<file path="config.mk">
export PLATFORM = sky130hd
export DESIGN_NAME = func_proc_unit_flat
export DESIGN_NICKNAME = d
export VERILOG_FILES = /design/src/rtl/func_proc_if.sv /design/src/rtl/func_proc_unit.sv /design/src/flat_wrapper.sv
export SDC_FILE = /design/constraint.sdc
export NUM_CORES = 1
export LEC_CHECK = 0
export CORE_UTILIZATION = 53
export DETAILED_ROUTE_END_ITERATION = 12
export GPL_TIMING_DRIVEN = 0
export PLACE_DENSITY_LB_ADDON = 0.12
export RECOVER_POWER = 50
export SYNTH_ARGS = -nofsm -noshare
export SYNTH_HDL_FRONTEND = slang
export SYNTH_SLANG_ARGS = --single-unit
</file>
<file path="constraint.sdc">
create_clock -name clk -period 3.75 [get_ports clk]
set_clock_uncertainty 0.15 [all_clocks]
set_input_delay 0.375 -clock clk [delete_from_list [all_inputs] [get_ports clk]]
set_output_delay 0.375 -clock clk [all_outputs]
set_load 0.005 [all_outputs]
</file>
<file path="src/rtl/func_proc_if.sv">
`default_nettype none
// ============================================================================
// Module   : func_proc_if
// Purpose  : Command/status bundle between a register-interface master and
//            the func_proc_unit engine.
// Signals  : mode/op/op1/op2/start   command from the master
//            busy/done                handshake status
//            result/ov                arithmetic result and signed overflow
//            parity/popcount          bit statistics of {op2,op1}
//            sort_data/sort_cnt/full  keep-smallest sort buffer state
// Revision : 1.0 - initial release
// ============================================================================
interface func_proc_if #(
  parameter int DATA_W     = 8,
  parameter int SORT_DEPTH = 8,
  parameter int CNT_W      = $clog2(SORT_DEPTH + 1),
  parameter int PC_W       = $clog2(2 * DATA_W + 1)
);
  logic [1:0]                   mode;
  logic [1:0]                   op;
  logic [DATA_W-1:0]            op1;
  logic [DATA_W-1:0]            op2;
  logic                         start;
  logic                         busy;
  logic                         done;
  logic [DATA_W-1:0]            result;
  logic                         ov;
  logic                         parity;
  logic [PC_W-1:0]              popcount;
  logic [SORT_DEPTH*DATA_W-1:0] sort_data;
  logic [CNT_W-1:0]             sort_cnt;
  logic                         sort_full;

  modport master (
    output mode, op, op1, op2, start,
    input  busy, done, result, ov, parity, popcount, sort_data, sort_cnt, sort_full
  );

  modport slave (
    input  mode, op, op1, op2, start,
    output busy, done, result, ov, parity, popcount, sort_data, sort_cnt, sort_full
  );
endinterface
`default_nettype wire

</file>
<file path="src/rtl/func_proc_unit.sv">
`default_nettype none
// ============================================================================
// Module   : func_proc_unit
// Purpose  : Mode-selected function engine: add/sub/sequential signed multiply
//            with overflow, keep-smallest sort buffer, parity/popcount, clear.
// Ports    : clk  - system clock, rising edge
//            rst  - asynchronous active-low reset
//            bus  - func_proc_if.slave command/status bundle
// Revision : 1.0 - initial release
// ============================================================================
module func_proc_unit #(
  parameter int DATA_W     = 8,
  parameter int SORT_DEPTH = 8
) (
  input  logic       clk,
  input  logic       rst,
  func_proc_if.slave bus
);
  localparam int CNT_W  = $clog2(SORT_DEPTH + 1);
  localparam int PC_W   = $clog2(2 * DATA_W + 1);
  localparam int STEP_W = $clog2(DATA_W);

  localparam logic [1:0] MODE_ARITH  = 2'd0;
  localparam logic [1:0] MODE_SORT   = 2'd1;
  localparam logic [1:0] MODE_PARITY = 2'd2;
  localparam logic [1:0] OP_ADD      = 2'd0;
  localparam logic [1:0] OP_SUB      = 2'd1;
  localparam logic [1:0] OP_MUL      = 2'd2;

  typedef enum logic [1:0] {
    ST_IDLE = 2'd0,
    ST_MUL  = 2'd1,
    ST_DONE = 2'd2
  } state_e;

  state_e              state_q, state_d;
  logic [DATA_W-1:0]   result_q, result_d;
  logic                ov_q, ov_d;
  logic                parity_q, parity_d;
  logic [PC_W-1:0]     popcount_q, popcount_d;
  logic [DATA_W-1:0]   slot_q [SORT_DEPTH];
  logic [DATA_W-1:0]   slot_d [SORT_DEPTH];
  logic [CNT_W-1:0]    cnt_q, cnt_d;
  logic [2*DATA_W-1:0] mcand_q, mcand_d;
  logic [2*DATA_W-1:0] acc_q, acc_d;
  logic [DATA_W-1:0]   mplier_q, mplier_d;
  logic                neg_q, neg_d;
  logic [STEP_W-1:0]   step_q, step_d;

  logic [DATA_W:0]       w_sum, w_diff;
  logic [DATA_W-1:0]     w_mag1, w_mag2;
  logic [2*DATA_W-1:0]   w_acc_nx, w_prod;
  logic [DATA_W:0]       w_prod_hi;
  logic [SORT_DEPTH-1:0] w_gt;
  logic [PC_W-1:0]       w_pc;
  logic [2*DATA_W-1:0]   w_bits;
  logic                  w_full;

  // Sign-extend by one bit so the carry into the extra bit exposes overflow.
  assign w_sum  = {bus.op1[DATA_W-1], bus.op1} + {bus.op2[DATA_W-1], bus.op2};
  assign w_diff = {bus.op1[DATA_W-1], bus.op1} - {bus.op2[DATA_W-1], bus.op2};

  // Magnitudes as unsigned; the most negative value maps to 2^(DATA_W-1).
  assign w_mag1 = bus.op1[DATA_W-1] ? (~bus.op1 + DATA_W'(1)) : bus.op1;
  assign w_mag2 = bus.op2[DATA_W-1] ? (~bus.op2 + DATA_W'(1)) : bus.op2;

  assign w_acc_nx  = acc_q + (mplier_q[0] ? mcand_q : '0);
  assign w_prod    = neg_q ? (~w_acc_nx + (2*DATA_W)'(1)) : w_acc_nx;
  // Product fits signed DATA_W only if the top DATA_W+1 bits are all equal.
  assign w_prod_hi = w_prod[2*DATA_W-1:DATA_W-1];

  assign w_bits = {bus.op2, bus.op1};
  assign w_full = (cnt_q == CNT_W'(SORT_DEPTH));

  // Slot k is "above" the new value if it is empty or strictly greater, so
  // equal values land after existing ones. The mask is monotonic in k.
  always_comb begin
    w_gt = '0;
    for (int k = 0; k < SORT_DEPTH; k++) begin
      w_gt[k] = (k >= int'(cnt_q)) || (slot_q[k] > bus.op1);
    end
  end

  always_comb begin
    w_pc = '0;
    for (int i = 0; i < 2 * DATA_W; i++) begin
      w_pc = w_pc + PC_W'(w_bits[i]);
    end
  end

  always_comb begin
    state_d    = state_q;
    result_d   = result_q;
    ov_d       = ov_q;
    parity_d   = parity_q;
    popcount_d = popcount_q;
    slot_d     = slot_q;
    cnt_d      = cnt_q;
    mcand_d    = mcand_q;
    acc_d      = acc_q;
    mplier_d   = mplier_q;
    neg_d      = neg_q;
    step_d     = step_q;

    case (state_q)
      ST_IDLE: begin
        if (bus.start) begin
          state_d = ST_DONE;
          case (bus.mode)
            MODE_ARITH: begin
              case (bus.op)
                OP_ADD: begin
                  result_d = w_sum[DATA_W-1:0];
                  ov_d     = w_sum[DATA_W] ^ w_sum[DATA_W-1];
                end
                OP_SUB: begin
                  result_d = w_diff[DATA_W-1:0];
                  ov_d     = w_diff[DATA_W] ^ w_diff[DATA_W-1];
                end
                OP_MUL: begin
                  mcand_d  = {{DATA_W{1'b0}}, w_mag1};
                  mplier_d = w_mag2;
                  acc_d    = '0;
                  neg_d    = bus.op1[DATA_W-1] ^ bus.op2[DATA_W-1];
                  step_d   = '0;
                  state_d  = ST_MUL;
                end
                default: begin
                  result_d = '0;
                  ov_d     = 1'b0;
                end
              endcase
            end
            MODE_SORT: begin
              // When full, slot SORT_DEPTH-1 simply falls off the top.
              slot_d[0] = w_gt[0] ? bus.op1 : slot_q[0];
              for (int k = 1; k < SORT_DEPTH; k++) begin
                slot_d[k] = w_gt[k-1] ? slot_q[k-1] : (w_gt[k] ? bus.op1 : slot_q[k]);
              end
              if (!w_full) begin
                cnt_d = cnt_q + CNT_W'(1);
              end
            end
            MODE_PARITY: begin
              popcount_d = w_pc;
              parity_d   = ^w_bits;
            end
            default: begin
              for (int k = 0; k < SORT_DEPTH; k++) begin
                slot_d[k] = '1;
              end
              cnt_d      = '0;
              result_d   = '0;
              ov_d       = 1'b0;
              parity_d   = 1'b0;
              popcount_d = '0;
            end
          endcase
        end
      end
      ST_MUL: begin
        acc_d    = w_acc_nx;
        mcand_d  = mcand_q << 1;
        mplier_d = mplier_q >> 1;
        step_d   = step_q + STEP_W'(1);
        // Last partial product: apply the sign and publish in the same cycle.
        if (step_q == STEP_W'(DATA_W - 1)) begin
          result_d = w_prod[DATA_W-1:0];
          ov_d     = ~((&w_prod_hi) | ~(|w_prod_hi));
          state_d  = ST_DONE;
        end
      end
      ST_DONE: begin
        state_d = ST_IDLE;
      end
      default: begin
        state_d = ST_IDLE;
      end
    endcase
  end

  always_ff @(posedge clk or negedge rst) begin
    if (!rst) begin
      state_q    <= ST_IDLE;
      result_q   <= '0;
      ov_q       <= 1'b0;
      parity_q   <= 1'b0;
      popcount_q <= '0;
      cnt_q      <= '0;
      mcand_q    <= '0;
      acc_q      <= '0;
      mplier_q   <= '0;
      neg_q      <= 1'b0;
      step_q     <= '0;
      for (int k = 0; k < SORT_DEPTH; k++) begin
        slot_q[k] <= '1;
      end
    end else begin
      state_q    <= state_d;
      result_q   <= result_d;
      ov_q       <= ov_d;
      parity_q   <= parity_d;
      popcount_q <= popcount_d;
      cnt_q      <= cnt_d;
      mcand_q    <= mcand_d;
      acc_q      <= acc_d;
      mplier_q   <= mplier_d;
      neg_q      <= neg_d;
      step_q     <= step_d;
      slot_q     <= slot_d;
    end
  end

  assign bus.busy      = (state_q != ST_IDLE);
  assign bus.done      = (state_q == ST_DONE);
  assign bus.result    = result_q;
  assign bus.ov        = ov_q;
  assign bus.parity    = parity_q;
  assign bus.popcount  = popcount_q;
  assign bus.sort_cnt  = cnt_q;
  assign bus.sort_full = w_full;

  generate
    for (genvar k = 0; k < SORT_DEPTH; k++) begin : g_pack
      assign bus.sort_data[k*DATA_W +: DATA_W] = slot_q[k];
    end
  endgenerate
endmodule
`default_nettype wire

</file>
<file path="src/flat_wrapper.sv">
// flat-port wrapper written by rule: the top's interface ports become plain ports
module func_proc_unit_flat 
#(
  parameter int DATA_W     = 8,
  parameter int SORT_DEPTH = 8
)
  (clk, rst, bus_mode, bus_op, bus_op1, bus_op2, bus_start, bus_busy, bus_done, bus_result, bus_ov, bus_parity, bus_popcount, bus_sort_data, bus_sort_cnt, bus_sort_full);
  func_proc_if #(.DATA_W(DATA_W), .SORT_DEPTH(SORT_DEPTH)) bus_i ();
  input  logic clk;
  input  logic rst;
  input wire logic [$bits(bus_i.mode)-1:0] bus_mode;
  input wire logic [$bits(bus_i.op)-1:0] bus_op;
  input wire logic [$bits(bus_i.op1)-1:0] bus_op1;
  input wire logic [$bits(bus_i.op2)-1:0] bus_op2;
  input wire logic [$bits(bus_i.start)-1:0] bus_start;
  output wire logic [$bits(bus_i.busy)-1:0] bus_busy;
  output wire logic [$bits(bus_i.done)-1:0] bus_done;
  output wire logic [$bits(bus_i.result)-1:0] bus_result;
  output wire logic [$bits(bus_i.ov)-1:0] bus_ov;
  output wire logic [$bits(bus_i.parity)-1:0] bus_parity;
  output wire logic [$bits(bus_i.popcount)-1:0] bus_popcount;
  output wire logic [$bits(bus_i.sort_data)-1:0] bus_sort_data;
  output wire logic [$bits(bus_i.sort_cnt)-1:0] bus_sort_cnt;
  output wire logic [$bits(bus_i.sort_full)-1:0] bus_sort_full;
  assign bus_i.mode = bus_mode;
  assign bus_i.op = bus_op;
  assign bus_i.op1 = bus_op1;
  assign bus_i.op2 = bus_op2;
  assign bus_i.start = bus_start;
  assign bus_busy = bus_i.busy;
  assign bus_done = bus_i.done;
  assign bus_result = bus_i.result;
  assign bus_ov = bus_i.ov;
  assign bus_parity = bus_i.parity;
  assign bus_popcount = bus_i.popcount;
  assign bus_sort_data = bus_i.sort_data;
  assign bus_sort_cnt = bus_i.sort_cnt;
  assign bus_sort_full = bus_i.sort_full;
  func_proc_unit #(.DATA_W(DATA_W), .SORT_DEPTH(SORT_DEPTH)) u_core (.clk(clk), .rst(rst), .bus(bus_i));
endmodule
</file>
# Word-level counts from Yosys, hierarchy flattened
# Cells that the tools add are included.
[word_totals]
ff_bits = 129
inputBits = 23
out_inout_bits = 86
[classes]
bitwise = 11
muxes = 55
magnitude_cmp = 16
n_addsub = 23
reduce_logical = 33
n_eq_ne = 23
[ops]
columns = ["op", "n"]
rows = [
  ["2-to-1 mux 8 bit", 22],
  ["2-to-1 mux 16 bit", 8],
  ["case mux 64 bit (2 select lines)", 1],
  ["adder 5 x 1 -> 5 bit", 14],
  ["greater-than comparator 8 bit", 8],
  ["case mux 16 bit (2 select lines)", 2],
  ["case mux 8 bit (2 select lines)", 3],
  ["AND reduction 4 bit", 11],
  ["case mux 8 bit (3 select lines)", 1],
  ["!= test 3 x 1 -> 1 bit (second input constant)", 7],
  ["adder 16 x 1 -> 16 bit (second input constant)", 1],
  ["adder 16 bit", 1],
  ["adder 8 x 1 -> 8 bit (second input constant)", 2],
  [">= comparator 3 x 4 -> 1 bit (first input constant)", 4],
  ["inverter 16 bit", 1],
  ["inverter 8 bit", 2],
  ["XOR reduction 16 bit", 1],
  ["!= test 2 bit (second input constant)", 5],
  ["case mux 5 bit (2 select lines)", 1],
  ["adder 8 x 8 -> 9 bit", 1],
  ["2-to-1 mux 3 bit", 3],
  ["AND reduction 9 bit", 1],
  ["OR reduction 9 bit", 1],
  ["subtractor 8 x 8 -> 9 bit", 1],
  ["29 further kinds", 59],
]

# Logic depth before layout (Yosys ltp)
# Gate-level depths: netlist (run 1).
[depth]
word_depth = 16
depth_mapped = 16

# Worst setup path after synthesis (run 1)
# No wires, ideal clock.
[synth_path]
path_kind = "in2reg"
startpoint = "input port bus_op1[1]"
endpoint = "register u_core.popcount_q[1] (netlist: u_core.bus.popcount[1])"
arrival_time_ns = 4.059
setup_ns = 0.133
path_stages = 13
slack_ns = -0.592
path_cell_list = "clkbuf_1 inv_1 ha_1 inv_1 fa_1 fa_1 fa_1 fa_1 fa_1 inv_1 fa_1 nand2_1 o21ai_0"
[synth_between]
elab_chain_len = 16
[synth_lines]
columns = ["element", "line_no", "text"]
rows = [
  ["from (decl)", "flat_wrapper.sv:13", "input wire logic [$bits(bus_i.op1)-1:0] bus_op1;"],
  ["adder 1 x 1 -> 2 bit", "func_proc_unit.sv:87", "w_pc = w_pc + PC_W'(w_bits[i]);"],
  ["adder 5 x 1 -> 5 bit (14 in a row)", "func_proc_unit.sv:87", ""],
  ["case mux 5 bit (2 select lines)", "func_proc_unit.sv:109", "case (bus.mode)"],
  ["to (signal assigned)", "func_proc_unit.sv:203", "popcount_q <= popcount_d;"],
  ["to (decl)", "func_proc_unit.sv:40", "logic [PC_W-1:0] popcount_q, popcount_d;"],
]
# No other way between the ends.
# A chain may end at the register's enable or synchronous reset.

# Worst setup path in the final report (run 1)
[layout_path]
startpoint = "register u_core.mplier_q[0]"
endpoint = "register u_core.ov_q (netlist: u_core.bus.ov)"
[layout_between]
elab_chain_len = 11
word_cells_on_any_way = 12
classes_between = "add/sub: 2; mux: 4; bitwise: 4; reduce/logical: 2"
[layout_lines]
columns = ["element", "line_no", "text"]
rows = [
  ["from (decl)", "func_proc_unit.sv:46", "logic [DATA_W-1:0] mplier_q, mplier_d;"],
  ["from (signal assigned)", "func_proc_unit.sv:207", "mplier_q <= mplier_d;"],
  ["2-to-1 mux 16 bit *", "func_proc_unit.sv:67", "assign w_acc_nx = acc_q + (mplier_q[0] ? mcand_q : '0);"],
  ["adder 16 bit *", "func_proc_unit.sv:67", ""],
  ["inverter 16 bit", "func_proc_unit.sv:68", "assign w_prod = neg_q ? (~w_acc_nx + (2*DATA_W)'(1)) : w_acc_nx;"],
  ["adder 16 x 1 -> 16 bit", "func_proc_unit.sv:68", ""],
  ["2-to-1 mux 16 bit *", "func_proc_unit.sv:68", ""],
  ["OR reduction 9 bit", "func_proc_unit.sv:169", "ov_d = ~((&w_prod_hi) | ~(|w_prod_hi));"],
  ["inverter 1 bit", "func_proc_unit.sv:169", ""],
  ["bitwise OR 1 bit *", "func_proc_unit.sv:169", ""],
  ["inverter 1 bit *", "func_proc_unit.sv:169", ""],
  ["2-to-1 mux 1 bit *", "func_proc_unit.sv:167", "if (step_q == STEP_W'(DATA_W - 1)) begin"],
  ["case mux 1 bit (2 select lines) *", "func_proc_unit.sv:105", "case (state_q)"],
  ["to (signal assigned)", "func_proc_unit.sv:201", "ov_q <= ov_d;"],
  ["to (decl)", "func_proc_unit.sv:38", "logic ov_q, ov_d;"],
]
# Mark *: on every way between the ends. The rest lies on a longest branch, timed or not. The select of a mux whose other input is x is not followed.

==> summary by stage, run 1 <==
Clock network
The number of clock buffers added by TritonCTS is 17. The TritonCTS sink count is 129. The clock root buffer master is clkbuf_16.

The clock-pin slew reported for the worst setup and hold paths after clock tree synthesis is 0.07 ns. The H-tree was split into 4 levels. The clock tree from TritonCTS is yes. Clock latency on the worst-skew pair, taken at its later pin, is 0.44 ns. The longest clock path from root to sink contains 2 buffers.

STA
The number of hold violations in the final report is 0. In the final timing run, aggregate negative setup slack is -0.00856 ns. Derived from the worst setup path, the maximum achievable clock frequency is 266 MHz.

The relative max-transition margin is -0.615. The portion of the clock cycle consumed by the worst path in the final layout is 1.00. Setup violations remaining at the end of the flow were counted as 1. Setup slack on the critical path of the routed design comes to -0.00856 ns. The slew at the pin closest to its max-slew limit is 2.42 ns.

The smallest clock period supported by the final layout is computed as 3.76 ns. The max-slew violation total from the final report came to 44. Setup repair after global routing could not meet its margin everywhere.

Detailed routing
The number of nets still failing antenna checks after routing is 0. Wires add up to 31400 µm. The routed wire length per instance is 19.7 µm.

The count of TritonRoute iterations in the first routing pass is 5. The overall via count from detail_route is 9529. The number of vias per cell is 5.99. After detailed routing, the number of remaining DRC violations is 0. In this run, the number of DRC markers left after iteration 0 of detailed routing was 604.

Yosys
The number of nets handed over by synthesis was 1304. Of the post-synthesis cell area, the dominant cell type holds 0.164. For this run, asynchronously set or reset flops after synthesis account for 1.00. In this run, synthesis produced a sequential element count of 129. The cell count after synthesis came out at 1153. Sorting the synthesized cells by how often they occur yields ha_1, nand2_1, nor2_1. dfstp_2 takes more of the synthesized area than any other cell.

A synthesized cell averages 8.89 µm². Ranked by total cell area, the synthesized netlist is headed by dfstp_2, dfrtp_1, ha_1. By instance count, the leading cell after synthesis is ha_1.

The cell area after synthesis is 10300 µm². Counting flops with a built-in enable in the synthesized netlist gives 0. The register area share after synthesis is 0.323. During synthesis, Yosys emitted a total of 0 warnings.

The netlist uses 66 different library cells. The flip-flop cell with the highest count after synthesis is dfrtp_1.

Worst setup path
The nature of the critical path startpoint is a register. The highest net fanout along the worst path is 6. The required time of the critical path is 3.91 ns. Data arrives at the worst endpoint at 3.92 ns. The register-to-register path setup slack is -0.009 ns. The most numerous cell type found on the critical path is or3_4.

The highest-delay cell along the critical path is dfrtp_2. The startpoint identified for the worst register-to-register timing path is u_core.mplier_q[0]$_DFFE_PN0P_. STA classifies the critical path endpoint as a register.

The endpoint of the most critical register-to-register path is u_core.bus.ov$_DFFE_PN0P_. Traced cell by cell, the critical path runs through and2_4 -> ha_4 -> fa_2 -> a211oi_4 -> nor2_4 -> xor2_4 -> or3_4 -> or3_4 -> o41ai_2 -> xor2_1 -> buf_4 -> a211o_1 -> nor4_2 -> nor3_1. In this design, the stage delay of the slowest critical-path cell is 0.42 ns. By startpoint and endpoint, the worst setup path is classified as register to register.

The number of cells on the worst reg-to-reg path is 14.

Power and ir drop
For this design the ratio of total power to cell area is 550 nW/µm². The proportion of power drawn by the clock network is 0.226. The worst IR drop on VDD is 0.362 mV. The internal portion of total power is 4.25 mW. Of the total power, the share spent switching nets is 0.409. The share of total power dissipated in combinational logic is 0.488.

In this run the static leakage power is 5.49 nW. Of the total power, registers draw 0.286. The net switching power figure is 2.94 mW.

Final layout
The area growth from synthesis to layout is 27.3%. The number of standard cells in the final layout excluding fillers is 1591. The number of inserted diodes is 0. The finished cells cover 13100 µm². The layout net count is 1469. The filler cells instantiated in the layout total 1490. The post-route core utilization is 0.693. The layout cell share with drive strength beyond 1 is 0.179.

Floorplan
The core region area is 18800 µm². The starting density of the core is 0.545. In this run the count of I/O pins placed on the die edge is 109.

The die covers 19900 µm². From bottom edge to top edge, the die measures 141 µm. The floorplan has 50 rows. The floorplan step set the die width to 141 µm.

Global route
In the global route stage, met2 resource usage came out at 0.542. The initial antenna violation count came to 0. The number of global-route vias before repair is 9314. For met3 alone, demand over resource in global routing was 0.0567. The met1 demand-to-capacity share in global routing is 0.403. The first-pass GRT wire length is 49300 µm. The global-route usage over all layers is 0.321. Global routing finished with a remaining overflow of 0. The most used routing layer is met2. Entering global routing, the biggest net connects 88 pins.

Min path
The beginning of the worst hold path is bus_op1[0]. The type of the most critical hold path is input pin to register. The number of stages on the worst hold path is 4. For hold timing, the worst endpoint is u_core.bus.sort_data[0]$_DFFE_PN1P_.

Outcome
The run finished, with violations left. The checks that failed: capacitance limit, slew limit, setup timing.

Run
Max-cap violations in this run came to 1.

Placed design
The placer's final routability congestion estimate is 0.902. The number of port buffers is 107. In this run the cell area measured after placement is 11700 µm². After detailed placement, the design holds a cell count of 1521. The estimated wirelength of the detail-placed design is 21800 µm.
==> cells by family (layout without fill, tap and decap cells) <==
| family | after synthesis | count (layout) | share of synthesized area |
|---|---|---|---|
| adders and majority gates | 128 | 128 | 0.166 |
| AOI/OAI and AO/OA | 340 | 340 | 0.213 |
| and+or+nand+nor | 338 | 338 | 0.156 |
| buffers and inverters | 110 | 288 | 0.0410 |
| DFF | 129 | 129 | 0.323 |
| muxes | 63 | 63 | 0.0633 |
| xor gates and xnor gates | 45 | 45 | 0.0392 |
==> final cells by class <==
| cell class | instances | area [µm²] | share of cell area |
|---|---|---|---|
| Multi-Input combinational cell | 914 | 6930 | 0.531 |
| Sequential cell | 129 | 3310 | 0.254 |
| Tap cell | 260 | 325 | 0.0249 |
| Clock inverter | 15 | 141 | 0.0108 |
| Inverter | 57 | 256 | 0.0197 |
| Timing Repair Buffer | 149 | 1410 | 0.108 |
| Clock buffer | 17 | 425 | 0.0326 |
| Buffer | 50 | 255 | 0.0196 |
==> worst max path at each step <==
stage / to / cells after the start / start / slack, ns
2_1_floorplan: u_core.bus.popcount[1]$_DFFE_PN0P_ / 13 / bus_op1[1] / -0.17
3_3_place_gp: u_core.bus.sort_cnt[2]$_DFFE_PN0P_ / 1 / rst / -3.07
3_5_place_dp: u_core.bus.popcount[1]$_DFFE_PN0P_ / 13 / bus_op1[0] / -1.84
4_1_cts: u_core.bus.ov$_DFFE_PN0P_ / 14 / u_core.mplier_q[0]$_DFFE_PN0P_ / -0.05
5_1_grt: u_core.bus.ov$_DFFE_PN0P_ / 15 / u_core.mplier_q[0]$_DFFE_PN0P_ / -0.16
6_report: u_core.bus.ov$_DFFE_PN0P_ / 14 / u_core.mplier_q[0]$_DFFE_PN0P_ / -0.009
==> cells in the final DEF (no fill, tap or decap), types with 29 or more instances in the layout <==
master / count
o21ai_0: 74
xnor2_1: 29
dfstp_2: 53
ha_1: 108
a31oi_1: 34
dfrtp_1: 64
a21oi_1: 79
clkbuf_1: 34
nand2_1: 102
mux2i_1: 48
buf_4: 38
clkdlybuf4s50_1: 70
nor2_1: 93
inv_1: 43
dlygate4sd3_1: 29
==> per-layer routing <==
metal | routed length (µm) | part of all wire | vias to the layer above
li1 | - | - | 4550
met3 | 1430 | 0.046 | 77
met5 | 0 | 0 | -
met4 | 1070 | 0.034 | 0
met2 | 15300 | 0.49 | 286
met1 | 13600 | 0.43 | 4616
==> critical path, delay by kind of cell (launching register included) <==
family	cells	cell delay, ns
and+or+nand+nor	6	1.18
AOI/OAI and AO/OA	3	0.83
adders and majority gates	2	0.54
DFF	1	0.42
xor gates and xnor gates	2	0.34
buffers and inverters	1	0.16
==> power groups by stage <==
stage | clock (mW) | combinational (mW) | sequential [mW]
floorplan | 0 | 2.10 | 2.00
global placement | 0 | 2.99 | 2.07
detailed placement | 0 | 3.06 | 2.08
CTS | 1.64 | 3.36 | 2.06
global route | 1.69 | 3.85 | 2.09
finish | 1.62 | 3.51 | 2.06
==> sequential cells by signal, summed over array words and instances, names as in the netlist <==
signal and cells:
u_core.bus.sort_data 64, u_core.acc_q 16, u_core.mcand_q 16, u_core.bus.result 8
u_core.mplier_q 8, u_core.bus.popcount 5, u_core.bus.sort_cnt 4, u_core.step_q 3
u_core.state_q 2, u_core.bus.ov 1, u_core.bus.parity 1, u_core.neg_q 1
==> what timing repair did <==
action                                  4_1_cts  5_1_grt
endpoints found under the setup margin       70       54
resized for setup                            93       52
hold endpoints to repair                     31        0
cloned                                        0        0
pin swaps                                    17       13
hold buffers                                  1        0
setup buffers                                27       13
==> stage by stage <==
step	total power [mW]	worst slack [ns]	hold slack, ns
finish	7.18	-0.00856	0.313
CTS	7.06	-0.0490	0.140
floorplan	4.10	-0.167	-0.0706
detailed placement	5.13	-1.84	0.172
global route	7.63	-0.165	0.330
global placement	5.06	-3.07	0.312
Note: power is estimated with default switching activity, not from simulation.
==> run 2: changes to the inputs <==
CTS_BUF_LIST = sky130_fd_sc_hd__clkbuf_8   (was default)
SETUP_SLACK_MARGIN = 0.05   (was default)
TNS_END_PERCENT = 30   (was default)
==> run 2 against run 1 <==
  * The flow still finishes with violations (capacitance limit, slew limit, setup timing)
  * Register-to-register slack got worse by 0.09 ns
  * Sequential power about the same
  * Clock-buffer cell count unchanged
  * Critical path depth increased by 1
  * Design area decreased by 2.6%
  * Sequential cell count unchanged
  * Sequential share of layout area increased by 0.68 points
  * Via count decreased by 0.55%
  * Routed wire length decreased by 1.5%
  * Final cell count decreased by 0.44%
  * Clock power decreased by 24%
  * Utilization decreased by 1.8 points
  * Critical endpoint unchanged
  * Largest power group unchanged
  * Highest routed layer unchanged
==> summary by stage, run 2 (synthesis results as in run 1) <==
Floorplan
The vertical die dimension was 141 µm (unchanged). The area of the die came to 19900 µm² (unchanged). The I/O pin total is 109 (unchanged).

The horizontal die dimension is 141 µm (unchanged). The starting density of the core was 0.545 (unchanged). The core region area is 18800 µm² (unchanged).

The standard-cell row count was 50 (unchanged).

STA
The max-slew violation total from the final report was 45 (+2.3%). The relative max-transition margin is -0.643 (-0.0271). The portion of the clock cycle consumed by the worst path in the final layout was 1.03 (+0.0231).

The number of setup violations in the final report is 1 (unchanged). The number of hold violations in the final report is 0 (unchanged). The post-route minimum period is 3.85 ns (+0.0867 ns). Setup repair after global routing could not meet its margin everywhere. The slew at the pin closest to its max-slew limit is 2.46 ns (+0.0406 ns).

The peak clock frequency supported by timing is 260 MHz (-2.3%). The final worst setup slack is -0.0953 ns (-0.0867 ns).

Worst setup path
In this run the critical register-to-register path is launched from u_core.mplier_q[0]$_DFFE_PN0P_. The register-to-register path setup slack is -0.1 ns (-0.09 ns). The worst register-to-register path ends at u_core.bus.ov$_DFFE_PN0P_. The nature of the critical path startpoint is a register. The worst setup path is captured at a register. The required time of the critical path is 3.94 ns (+0.03 ns).

The highest net fanout along the worst path is 10 (+4). The path depth of the worst reg2reg path is 15 (+1). The setup path with the least slack is of type register to register. The data arrival time at the worst-slack endpoint was 4.04 ns (+0.12 ns).

Final layout
The number of fill cells is 1561 (+4.8%). The flip-flop and latch area is 3310 µm² (unchanged). The area of the multi-input gates is 6830 µm² (-1.4%). The most frequent standard cell in the layout excluding fill and tap cells is ha_1. The post-route standard cell area excluding fillers is 12700 µm² (-2.6%).

Leaving out fill and tap cells, the most frequent cells in the layout are ha_1, nand2_1, nor2_1. The area growth from synthesis to layout is 23.9%. The number of inserted diodes is 0 (unchanged).

The post-route core utilization is 0.675 (-0.0181). The number of standard cells in the final layout excluding fillers is 1584 (-0.44%). The flip-flop count of the largest register after layout is 64 (unchanged). The layout cell share with drive strength beyond 1 was 0.159 (-0.0202). The layout net count came to 1462 (-0.48%).

Min path
The type of the most critical hold path is input pin to register. The beginning of the worst hold path is bus_op1[0]. The number of stages on the worst hold path is 3 (-1).

For hold timing, the worst endpoint is u_core.bus.sort_data[0]$_DFFE_PN1P_.

Detailed routing
The number of vias per cell is 5.98 (-0.11%). The number of DRC violations after detailed-routing iteration 0 was 605 (+0.17%). The overall via count from detail_route came to 9477 (-0.55%).

The count of TritonRoute iterations in the first routing pass is 5 (unchanged). The final wirelength is 30900 µm (-1.5%). The final routed DRC violation total is 0 (unchanged). The routed wire length per instance came to 19.5 µm (-1.0%).

The number of nets still failing antenna checks after routing is 0 (unchanged).

Global route
The largest net degree at the start of global routing was 87 (-1.1%). The initial antenna violation count is 0 (unchanged). The total congestion overflow after global routing is 0 (unchanged). The first-pass GRT wire length came to 47900 µm (-3.0%). The global-route usage over all layers was 0.313 (-0.00716).

The number of global-route vias before repair is 9073 (-2.6%).

Placed design
The area after detailed placement is 11700 µm² (-0.19%). The estimated wirelength of the detail-placed design is 21800 µm (-0.44%). The placer's final routability congestion estimate came to 0.901 (about the same). The number of port buffers is 107 (unchanged). The cell count after placement is 1521 (unchanged).

Clock network
The TritonCTS sink count is 129 (unchanged). The clock-pin slew reported for the worst setup and hold paths after clock tree synthesis is 0.09 ns (+0.02 ns). The clock tree from TritonCTS is yes. The number of buffers on the longest clock path is 2 (unchanged). The tree is rooted in a clkbuf_8. The depth of the CTS H-tree is 4 (unchanged). The number of buffers inserted during clock tree synthesis is 17 (unchanged). The clock latency reported for the late side of the worst-skew pair is 0.46 ns (+0.02 ns).

Power and ir drop
The worst IR drop on VDD is 0.377 mV (+4.1%). The power density of the placed cells is 527 nW/µm² (-4.3%). The leakage dissipation is 5.36 nW (-2.3%).

Outcome
The flow ran to the end, but the final reports show violations. The checks that failed: capacitance limit, slew limit, setup timing.

Run
The number of violations of the max-capacitance limit is 1 (unchanged).
## run 2: cell count changes in the layout (fill, tap and decap cells not counted), sizes merged
cell           previous run  this run
dlygate4sd2               3         4
clkbuf                   60        65
dlymetal6s2s              1         0
inv                      61        55
clkdlybuf4s50            70        77
dlygate4sd3              29        24
bufinv                    0         2
clkinv                    4         8
clkdlybuf4s15             1         0
buf                      52        39
## run 2: what timing repair did
item / 4_1_cts / 5_1_grt
endpoints found under the setup margin: 70 / 53
cloned: 0 / 0
setup buffers: 22 / 8
resized for setup: 80 / 35
hold buffers: 1 / 0
endpoints found under the hold margin: 31 / 0
pin swaps: 7 / 10
## run 2: critical path, cell delays in order, from the launching register on
cell and delay (ns):
dfrtp_2 0.42, buf_4 0.17, and2_4 0.16, fa_2 0.39, a211oi_4 0.26, buf_6 0.15, o21ai_4 0.10, xor2_4 0.19
or4_4 0.54, buf_6 0.15, nand2b_1 0.15, a211oi_1 0.28, a31o_2 0.15, a41oi_1 0.12, nor4_2 0.27, nor3_1 0.08
## run 2: area by class of cell
type | instances | share of cell area
plain buffers | 53 | 0.0222
inverters | 57 | 0.0198
multi-input cells | 914 | 0.537
well taps | 260 | 0.0256
flip-flops and latches | 129 | 0.260
clock inverters | 15 | 0.0126
clock buffers | 17 | 0.0184
repair buffers | 139 | 0.104
## run 2: how the worst max path moves through the flow
stage | startpoint | end | slack [ns] | cells after the start
floorplan | bus_op1[1] | u_core.bus.popcount[1]$_DFFE_PN0P_ | -0.18 | 13
global placement | rst | u_core.bus.sort_cnt[2]$_DFFE_PN0P_ | -3.05 | 1
detailed placement | bus_op1[0] | u_core.bus.popcount[2]$_DFFE_PN0P_ | -1.84 | 14
CTS | u_core.mplier_q[0]$_DFFE_PN0P_ | u_core.bus.ov$_DFFE_PN0P_ | -0.13 | 15
global route | u_core.mplier_q[0]$_DFFE_PN0P_ | u_core.bus.ov$_DFFE_PN0P_ | -0.29 | 15
finish | u_core.mplier_q[0]$_DFFE_PN0P_ | u_core.bus.ov$_DFFE_PN0P_ | -0.1 | 15
## run 2: metal layers
metal | vias up | global-route usage | part of all wire
li1 | 4506 | - | -
met1 | 4594 | 0.394 | 0.43
met2 | 303 | 0.524 | 0.48
met3 | 74 | 0.0581 | 0.056
met4 | 0 | 0.138 | 0.036
met5 | - | 0 | 0
## run 2: power by group
group          switching (mW)  total (mW)  internal [mW]  leakage, nW
registers               0.278        2.04           1.77         1.50
logic                    1.87        3.42           1.55         3.66
clock network           0.632        1.23          0.598        0.204
## run 2: stage by stage
step	setup TNS, ns	total power [mW]	hold slack [ns]	worst slack, ns
5_1_grt	-0.441	7.14	0.107	-0.285
6_report	-0.0953	6.70	0.145	-0.0953
4_1_cts	-0.130	6.56	0.118	-0.130
3_3_place_gp	-359.82	5.05	0.312	-3.05
3_5_place_dp	-75.32	5.11	0.177	-1.84
2_1_floorplan	-0.552	4.09	-0.0706	-0.177
==> run 3: changes to the inputs <==
--- a/config.mk
+++ b/config.mk
@@ -10,5 +10,5 @@
 export DETAILED_ROUTE_END_ITERATION = 12
 export GPL_TIMING_DRIVEN = 0
-export PLACE_DENSITY_LB_ADDON = 0.12
+export PLACE_DENSITY = 0.82
 export RECOVER_POWER = 50
 export SETUP_SLACK_MARGIN = 0.05
==> constraint.sdc (replaced) <==
create_clock -name clk -period 3.75 [get_ports clk]
set_clock_uncertainty 0.15 [all_clocks]
set_input_delay 0.9375 -clock clk [delete_from_list [all_inputs] [get_ports clk]]
set_output_delay 0.9375 -clock clk [all_outputs]
set_load 0.005 [all_outputs]
==> run 3 against run 2 <==
  * The run still ends with capacitance limit, slew limit, setup timing left
  * Via count increased by 4.5%
  * Register-to-register slack got worse by 0.11 ns
  * Final cell count increased by 0.69%
  * Hold slack improved by 0.19 ns
  * Critical endpoint is now u_core.bus.popcount[1]$_DFFE_PN0P_
==> summary by stage, run 3 (synthesis results as in run 1) <==
Outcome
The flow ran to the end, but the final reports show violations. The final reports fail on capacitance limit, slew limit, setup timing.

Placed design
The cell count after placement is 1521 (unchanged). The number of port buffers came to 107 (unchanged). The placer's final routability congestion estimate is 0.927 (+2.9%). The estimated wirelength of the detail-placed design came to 22000 µm (+0.95%).

Clock network
The clock latency reported for the late side of the worst-skew pair came to 0.47 ns (about the same). TritonCTS built the clock tree. The clock-pin slew reported for the worst setup and hold paths after clock tree synthesis is 0.07 ns (-0.02 ns). The number of buffers on the longest clock path was 2 (unchanged). The TritonCTS sink count is 129 (unchanged). The clock root buffer master is clkbuf_8. The depth of the CTS H-tree was 4 (unchanged). The number of buffers inserted during clock tree synthesis was 17 (unchanged).

STA
The peak clock frequency supported by timing came to 236 MHz (-9.3%). The portion of the clock cycle consumed by the worst path in the final layout is 1.13 (+0.105). The max-slew violation total from the final report came to 73 (+62%). The final worst setup slack was -0.488 ns (-0.393 ns).

The slew at the pin closest to its max-slew limit is 1.80 ns (-0.661 ns). The number of hold violations in the final report is 0 (unchanged). Setup repair after global routing could not meet its margin everywhere. The number of setup violations in the final report is 22 (+21). The post-route minimum period was 4.24 ns (+0.393 ns). The setup total negative slack came to -5.24 ns (-5.15 ns). The final hold slack is 0.336 ns (+0.191 ns). The relative max-transition margin is -0.202 (+0.441).

Power and ir drop
The worst IR drop on VDD is 0.330 mV (-12%). The power density of the placed cells is 530 nW/µm² (+0.54%). The leakage dissipation is 5.51 nW (+2.7%).

Worst setup path
The highest net fanout along the worst path was 2 (-8). The type of the worst setup path is input pin to register. The kind of capture point of the worst setup path is a register. STA classifies the critical path startpoint as an input pin. The required time of the critical path is 3.94 ns (about the same). The data arrival time at the worst-slack endpoint is 4.42 ns (+0.38 ns).

Floorplan
The I/O pin total came to 109 (unchanged). The vertical die dimension is 141 µm (unchanged). The standard-cell row count is 50 (unchanged). The horizontal die dimension came to 141 µm (unchanged). The starting density of the core came to 0.545 (unchanged).

The area of the die is 19900 µm² (unchanged). The core region area is 18800 µm² (unchanged).

Final layout
The post-route core utilization is 0.687 (+0.0116). The layout cell share with drive strength beyond 1 is 0.183 (+0.0242). The layout net count was 1473 (+0.75%). The number of fill cells is 1392 (-11%). The number of inserted diodes is 0 (unchanged). The number of standard cells in the final layout excluding fillers was 1595 (+0.69%). The area added between synthesis and finish is 26.1%.

The flip-flop count of the largest register after layout came to 64 (unchanged). The flip-flop and latch area is 3310 µm² (unchanged). The top cell types in the final layout, fill and taps aside, are ha_1, nand2_1, nor2_1. The area of the multi-input gates is 6900 µm² (+1.1%). The most frequent standard cell in the layout excluding fill and tap cells is ha_1.

Min path
The path class of the tightest hold or removal check is register to register.

Detailed routing
The final wirelength is 32300 µm (+4.3%). The final routed DRC violation total is 0 (unchanged). The count of TritonRoute iterations in the first routing pass is 6 (+1). The number of nets still failing antenna checks after routing is 0 (unchanged). The number of DRC violations after detailed-routing iteration 0 is 957 (+58%). The routed wire length per instance was 20.2 µm (+3.6%).

The overall via count from detail_route is 9903 (+4.5%). The number of vias per cell is 6.21 (+3.8%).

Global route
The first-pass GRT wire length is 50500 µm (+5.5%). The total congestion overflow after global routing is 0 (unchanged). The number of global-route vias before repair is 9565 (+5.4%). The largest net degree at the start of global routing came to 73 (-16%). The initial antenna violation count was 0 (unchanged).

The global-route usage over all layers is 0.328 (+0.0141).

Run
The number of violations of the max-capacitance limit is 1 (unchanged).
## run 3: repair_timing
item                       in CTS  in global routing
buffers inserted               23                 19
gates resized for setup        90                 64
cloned                          0                  0
hold buffers                    0                  0
setup endpoints to repair      74                 71
pin swaps                       9                 26
## run 3: path summary, 6_finish.rpt
path | from | end | slack (ns) | depth (start not counted)
worst max-delay path | bus_op1[1] | u_core.bus.popcount[1]$_DFFE_PN0P_ | -0.49 | 14
worst min-delay path | u_core.mplier_q[1]$_DFFE_PN0P_ | u_core.mplier_q[1]$_DFFE_PN0P_ | 0.34 | 2
worst max register to register | u_core.mplier_q[0]$_DFFE_PN0P_ | u_core.bus.ov$_DFFE_PN0P_ | -0.21 | 15
worst min register to register | u_core.mplier_q[1]$_DFFE_PN0P_ | u_core.mplier_q[1]$_DFFE_PN0P_ | 0.34 | 2
max in group asynchronous | rst | u_core.mplier_q[0]$_DFFE_PN0P_ | 0.19 | 2
min in group asynchronous | rst | u_core.bus.sort_cnt[3]$_DFFE_PN0P_ | 0.69 | 1
## run 3: worst max-delay path, stage by stage
cell,delay [ns]
buf_12,0.08
clkbuf_16,0.14
inv_16,0.03
ha_4,0.26
inv_2,0.04
fa_1,0.50
fa_1,0.44
fa_1,0.55
fa_1,0.44
fa_2,0.35
inv_2,0.07
fa_2,0.43
nand2_1,0.08
o21ai_1,0.06
## run 3: power by group
part           switching (mW)  leakage (nW)  internal, mW  total [mW]
Combinational            1.97          3.78          1.62        3.59
Sequential              0.292          1.51          1.77        2.06
Clock                   0.582         0.206         0.614        1.20
## run 3: through the flow
stage          instance area, µm²  total power [mW]  setup WS (ns)
3_5_place_dp                11700              5.15          -2.42
6_report                    12900              6.85         -0.488
3_3_place_gp                11700              5.05          -3.41
4_1_cts                     12500              6.46         -0.592
5_1_grt                     12900              7.26         -0.559
2_1_floorplan               10300              4.10         -0.729
## run 3: layout make-up
class,count,share of cell area
inverters,57,0.0205
clock inverters,13,0.00949
repair buffers,150,0.110
clock buffers,19,0.0202
flip-flops and latches,129,0.256
well taps,260,0.0252
multi-input cells,914,0.534
plain buffers,53,0.0246
## run 3: metal layers
| metal | GRT usage | part of all wire | up-vias |
|---|---|---|---|
| met1 | 0.423 | 0.41 | 4775 |
| met5 | 0 | 0 | - |
| li1 | - | - | 4533 |
| met3 | 0.0622 | 0.082 | 101 |
| met2 | 0.531 | 0.48 | 494 |
| met4 | 0.153 | 0.036 | 0 |
